## src/rtl/cmpi_pipe.sv

```systemverilog
// Purpose : join lhs/rhs tokens and register a 1-bit integer compare (eq/ne/s*/u*) through an elastic pipe.
// Latency : LATENCY edges from acceptance to result_valid (0 = combinational); one token per cycle sustained.
// Backpr. : ready chain is combinational per stage; pipe holds LATENCY tokens, result held stable while stalled.
//
// Ports:
//   clk, rst                    - clock, synchronous active-high reset (unused when LATENCY=0)
//   lhs/lhs_valid/lhs_ready     - left operand token
//   rhs/rhs_valid/rhs_ready     - right operand token
//   result/result_valid/result_ready - 1-bit predicate result token
module cmpi_pipe #(
    parameter int DATA_TYPE = 32,
    parameter int PREDICATE = 2,
    parameter int LATENCY   = 1
) (
    input  logic                 clk,
    input  logic                 rst,
    input  logic [DATA_TYPE-1:0] lhs,
    input  logic                 lhs_valid,
    input  logic [DATA_TYPE-1:0] rhs,
    input  logic                 rhs_valid,
    input  logic                 result_ready,
    output logic                 result,
    output logic                 result_valid,
    output logic                 lhs_ready,
    output logic                 rhs_ready
);

    // Reject unsupported configurations at elaboration.
    if (PREDICATE < 0 || PREDICATE > 9) begin : g_bad_predicate
        $error("cmpi_pipe: PREDICATE must be 0..9");
    end
    if (LATENCY < 0 || LATENCY > 8) begin : g_bad_latency
        $error("cmpi_pipe: LATENCY must be 0..8");
    end
    if (DATA_TYPE < 1) begin : g_bad_width
        $error("cmpi_pipe: DATA_TYPE must be >= 1");
    end

    logic w_cmp;
    logic w_in_vld;
    logic w_s_ready0;

    always_comb begin
        w_cmp = 1'b0;
        case (PREDICATE)
            0:       w_cmp = (lhs == rhs);
            1:       w_cmp = (lhs != rhs);
            2:       w_cmp = ($signed(lhs) <  $signed(rhs));
            3:       w_cmp = ($signed(lhs) <= $signed(rhs));
            4:       w_cmp = ($signed(lhs) >  $signed(rhs));
            5:       w_cmp = ($signed(lhs) >= $signed(rhs));
            6:       w_cmp = (lhs <  rhs);
            7:       w_cmp = (lhs <= rhs);
            8:       w_cmp = (lhs >  rhs);
            9:       w_cmp = (lhs >= rhs);
            default: w_cmp = 1'b0;
        endcase
    end

    // Join: an operand is only consumed together with its partner.
    assign w_in_vld  = lhs_valid & rhs_valid;
    assign lhs_ready = rhs_valid & w_s_ready0;
    assign rhs_ready = lhs_valid & w_s_ready0;

    if (LATENCY == 0) begin : g_comb
        logic w_unused_rst;
        assign w_unused_rst = rst;
        assign w_s_ready0   = result_ready;
        assign result_valid = w_in_vld;
        assign result       = w_cmp;
    end else begin : g_pipe
        logic [LATENCY-1:0] r_v;
        logic [LATENCY-1:0] r_r;
        logic [LATENCY:0]   w_s_ready;

        // A stage can load when it is empty or its successor can load this cycle.
        always_comb begin
            w_s_ready          = '0;
            w_s_ready[LATENCY] = result_ready;
            for (int k = LATENCY - 1; k >= 0; k--) begin
                w_s_ready[k] = ~r_v[k] | w_s_ready[k+1];
            end
        end

        assign w_s_ready0 = w_s_ready[0];

        always_ff @(posedge clk) begin
            if (rst) begin
                r_v <= '0;
                r_r <= '0;
            end else begin
                if (w_s_ready[0]) begin
                    r_v[0] <= w_in_vld;
                    if (w_in_vld) begin
                        r_r[0] <= w_cmp;
                    end
                end
                for (int k = 1; k < LATENCY; k++) begin
                    if (w_s_ready[k]) begin
                        r_v[k] <= r_v[k-1];
                        // Payload only moves with a token, so a stalled result never changes.
                        if (r_v[k-1]) begin
                            r_r[k] <= r_r[k-1];
                        end
                    end
                end
            end
        end

        assign result_valid = r_v[LATENCY-1];
        assign result       = r_r[LATENCY-1];
    end

endmodule
```

## config.mk

```make
export PLATFORM = sky130hd
export DESIGN_NAME = cmpi_pipe
export DESIGN_NICKNAME = d
export VERILOG_FILES = /design/src/rtl/cmpi_pipe.sv
export SDC_FILE = /design/constraint.sdc
export NUM_CORES = 1
export LEC_CHECK = 0
export ABC_AREA = 1
export CORE_ASPECT_RATIO = 0.5
export CORE_MARGIN = 2
export CORE_UTILIZATION = 31
export CTS_BUF_LIST = sky130_fd_sc_hd__clkbuf_4 sky130_fd_sc_hd__clkbuf_8
export CTS_CLUSTER_DIAMETER = 30
export DETAILED_ROUTE_END_ITERATION = 10
export GPL_TIMING_DRIVEN = 1
export PLACE_DENSITY = 0.78
export SLEW_MARGIN = 30
export SYNTH_ARGS = -nofsm -noshare
export SYNTH_HDL_FRONTEND = slang
export SYNTH_SLANG_ARGS = --single-unit
export TNS_END_PERCENT = 30
```

## constraint.sdc

```tcl
create_clock -name clk -period 1.35 [get_ports clk]
set_input_delay 0.27 -clock clk [delete_from_list [all_inputs] [get_ports clk]]
set_output_delay 0.27 -clock clk [all_outputs]
set_load 0.005 [all_outputs]
```

==> impl_results.md <==
* Die W at 81.71 µm
* Global route total overflow at 0
* Sw power at 0.3346 mW
* GP Congestion at 0.6859
* R2r endpoint: result
* Worst vdd ir at 291.5 µV
* Detail Route Antenna Nets at 0
* R2R setup slack at 360 ps
* CP startpoint: rhs[13]
* Clock sink count at 2
* Int Pwr at 0.5797 mW
* DRC at 0
* All-layer global routing usage at 0.1997
* H-tree depth at 1
* Largest family of logic cells by synthesized area: adder cells
* Vias in the first global route at 1365
* Fmax at 703.2 MHz
* Post-route setup TNS at -94.31 ps
* Worst hold endpoint: result
* Detailed placement HPWL at 2411 µm
* Layout filler cell count at 243
* Num CTS Buffers at 3
* Top fanout value on the critical path at 2
* Final WL at 3369 µm
* CP Class: primary input to register
* Net Sw Frac at 0.3659
* Yosys warning count at 0
* Power per cell area at 449.4 mW/mm²
* Hold WS at 546.7 ps
* Multiplexer area fraction after synthesis at 0
* Slowest CP cell: dlygate4sd2_1
* Final Slew Violations at 0
* Worst Skew at 2.663 ps
* Pre-CTS WS at -703.2 ps
* Post-synthesis compound-gate area fraction at 0.1324
* Layout cells sized above 1 at 0.5702
* Placed insts at 263
* Cell mode on critical path: nand2_1
* Worst path max stage delay at 240 ps
* Synth Register Bits at 2
* Worst slew pin tran at 285.0 ps
* FF-to-FF Start: result_valid
* Mean post-synth cell area at 6.281 µm²
* Yosys cell types at 19
* Layout area overhead at 117.4%
* Post-Synth Simple-Gate Area at 0.2299
* Xor and xnor area share after synthesis at 0
* Final std cells w/o fill at 268
* Post-synthesis adder-cell area fraction at 0.4144
* Placement Rows at 14
* Hold Startpoint: result
* Hold Violations, Final at 0
* CTS Root Cell: clkbuf_8
* Leak Pwr at 1.034 nW
* CP required at 1460 ps
* Post-layout util at 0.6913
* Routed vias/inst at 4.545
* First-pass GRT wire length at 5520 µm
* Slew margin rel. at 0.8092
* Initial antenna violation count at 0
* Power share of the combinational group at 0.666
* Startpoint types: primary input
* Hold path cells at 4
* First-pass DRT Iterations at 4
* Syn Nets at 249
* Final min period at 1422 ps
* Worst Setup Slack, final at -72.04 ps
* Buffers on Ports at 72
* # hold bufs at CTS at 0
* Failing checks: negative setup slack
* Crit path max-delay family: simple AND/OR/NAND/NOR gates
* Final setup viols at 2
* Nets@finish at 330
* Fin crit share at 1.053
* Die Area at 0.003501 mm²
* Die height at 42.85 µm
* Ports at 73
* Clk slew on worst S/H paths at 30 ps
* Largest net degree at the start of global routing at 4
* Seq/Total Area, Yosys at 0.04278
* RSZ-0062 raised after global routing: true
* Clock share of power at 0.262
* Clock Latency Late Sink at 210 ps
* WP data arrival at 1530 ps
* Buf/Inv on CP at 3
* Worst-path cell chain: dlygate4sd2_1, inv_2, ha_4, a21oi_2, o21ai_2, a21oi_2, nand2_1, nand2_1, nand2_1, nand2_1, nand3_1, nand2_1, inv_1
* Mapped cell area at 935.9 µm²
* Worst reg-to-reg path cell count at 9
* Status: finished with violations
* Worst min-delay path category: register to register
* Starting DRT DRC Count at 18
* CTS max path bufs at 2
* Vias at 1218
* Gate Count Post-Synth at 149
* Antenna diodes at 0
* Flop pwr share at 0.072
* Crit. End Element: register
* CTS tree: built
* Post-DR wirelength/cell at 12.57 µm
* Initial Util at 0.3180
* Maxcap violations at 0
* Core area at 0.002943 mm²
[tightest hold or removal path, stage by stage (launching register included)]
cell	delay [ps]
dfxtp_1	310
nor2_1	50
nor2_2	70
nand2_1	50
inv_1	40
[logic make-up after synthesis]
kind of cell,Yosys count
DFF,2
AOI/OAI and AO/OA,23
and+or+nand+nor,48
adders and majority gates,31
buffers and inverters,45
[repair_timing]
action | in CTS | in global routing
setup endpoints to repair | 3 | 4
buffers inserted | 2 | 0
gates resized for setup | 207 | 31
pin swaps | 66 | 25
[power groups by stage]
stage / clock network (mW) / logic [mW] / registers (mW)
floorplan: 0 / 0.216 / 0.0665
global placement: 0 / 0.472 / 0.0661
detailed placement: 0 / 0.487 / 0.0659
CTS: 0.250 / 0.569 / 0.0655
global route: 0.249 / 0.675 / 0.0661
finish: 0.240 / 0.609 / 0.0656
[routing by layer]
metal | wire length (µm) | track usage
met4 | 37 | 0.05333
met1 | 1332 | 0.2069
met5 | 0 | 0
met3 | 111 | 0.02340
met2 | 1889 | 0.4180
[layout make-up]
| type | instances | area [µm²] | share of cell area |
|---|---|---|---|
| Inverter | 45 | 178.9 | 0.08795 |
| Clock buffer | 3 | 41.29 | 0.02030 |
| Sequential cell | 2 | 40.04 | 0.01968 |
| Tap cell | 40 | 50.05 | 0.02460 |
| Multi-Input combinational cell | 102 | 1170 | 0.5750 |
| Timing Repair Buffer | 76 | 554.3 | 0.2724 |
[sequential cells by signal, indices dropped and copies added, names as in the netlist]
name	count
result	1
result_valid	1
[metrics by stage]
step                power [mW]  cell area [µm²]
floorplan               0.2826             1006
global placement        0.5380             1792
detailed placement      0.5529             1792
CTS                     0.8849             2006
global route            0.9903             2034
finish                  0.9143             2034
[worst max path at each step]
stage                     depth (start not counted)     end
final                                            13  result
after global routing                             15  result
after CTS                                        15  result
after detailed placement                         15  result
after global placement                           15  result
after floorplan                                  14  result
[placed cells by master (no fill, tap or decap), types with 2 or more instances in the layout]
cell type / count
a21oi_1: 6
a21oi_2: 11
buf_2: 24
buf_4: 4
clkbuf_2: 10
clkbuf_8: 3
clkdlybuf4s15_1: 2
clkdlybuf4s50_1: 5
dfxtp_1: 2
dlygate4sd2_1: 28
ha_1: 5
ha_4: 25
inv_1: 17
inv_2: 26
nand2_1: 20
nand2_2: 7
nand2_4: 4
nand3_1: 2
nand4_1: 2
nor2_1: 4
nor2_2: 3
nor2_4: 2
o21ai_2: 3
[cell usage after synthesis]
cell type | instances | area share
nor2_2 | 2 | 0.013
nor2_4 | 1 | 0.012
nor2_1 | 6 | 0.024
a21oi_2 | 1 | 0.0094
a21oi_1 | 16 | 0.086
nand2_2 | 1 | 0.0067
nor4_2 | 1 | 0.013
o21a_1 | 1 | 0.0080
o21ai_1 | 2 | 0.011
inv_1 | 42 | 0.17
inv_2 | 3 | 0.012
nor3_1 | 2 | 0.011
dfxtp_1 | 2 | 0.043
ha_1 | 31 | 0.41
nand2_1 | 30 | 0.12
nand3_1 | 3 | 0.016
o21ai_0 | 2 | 0.011
o211ai_1 | 1 | 0.0080
nand4_1 | 2 | 0.013
No activity file was read; power rests on OpenSTA's default activity.
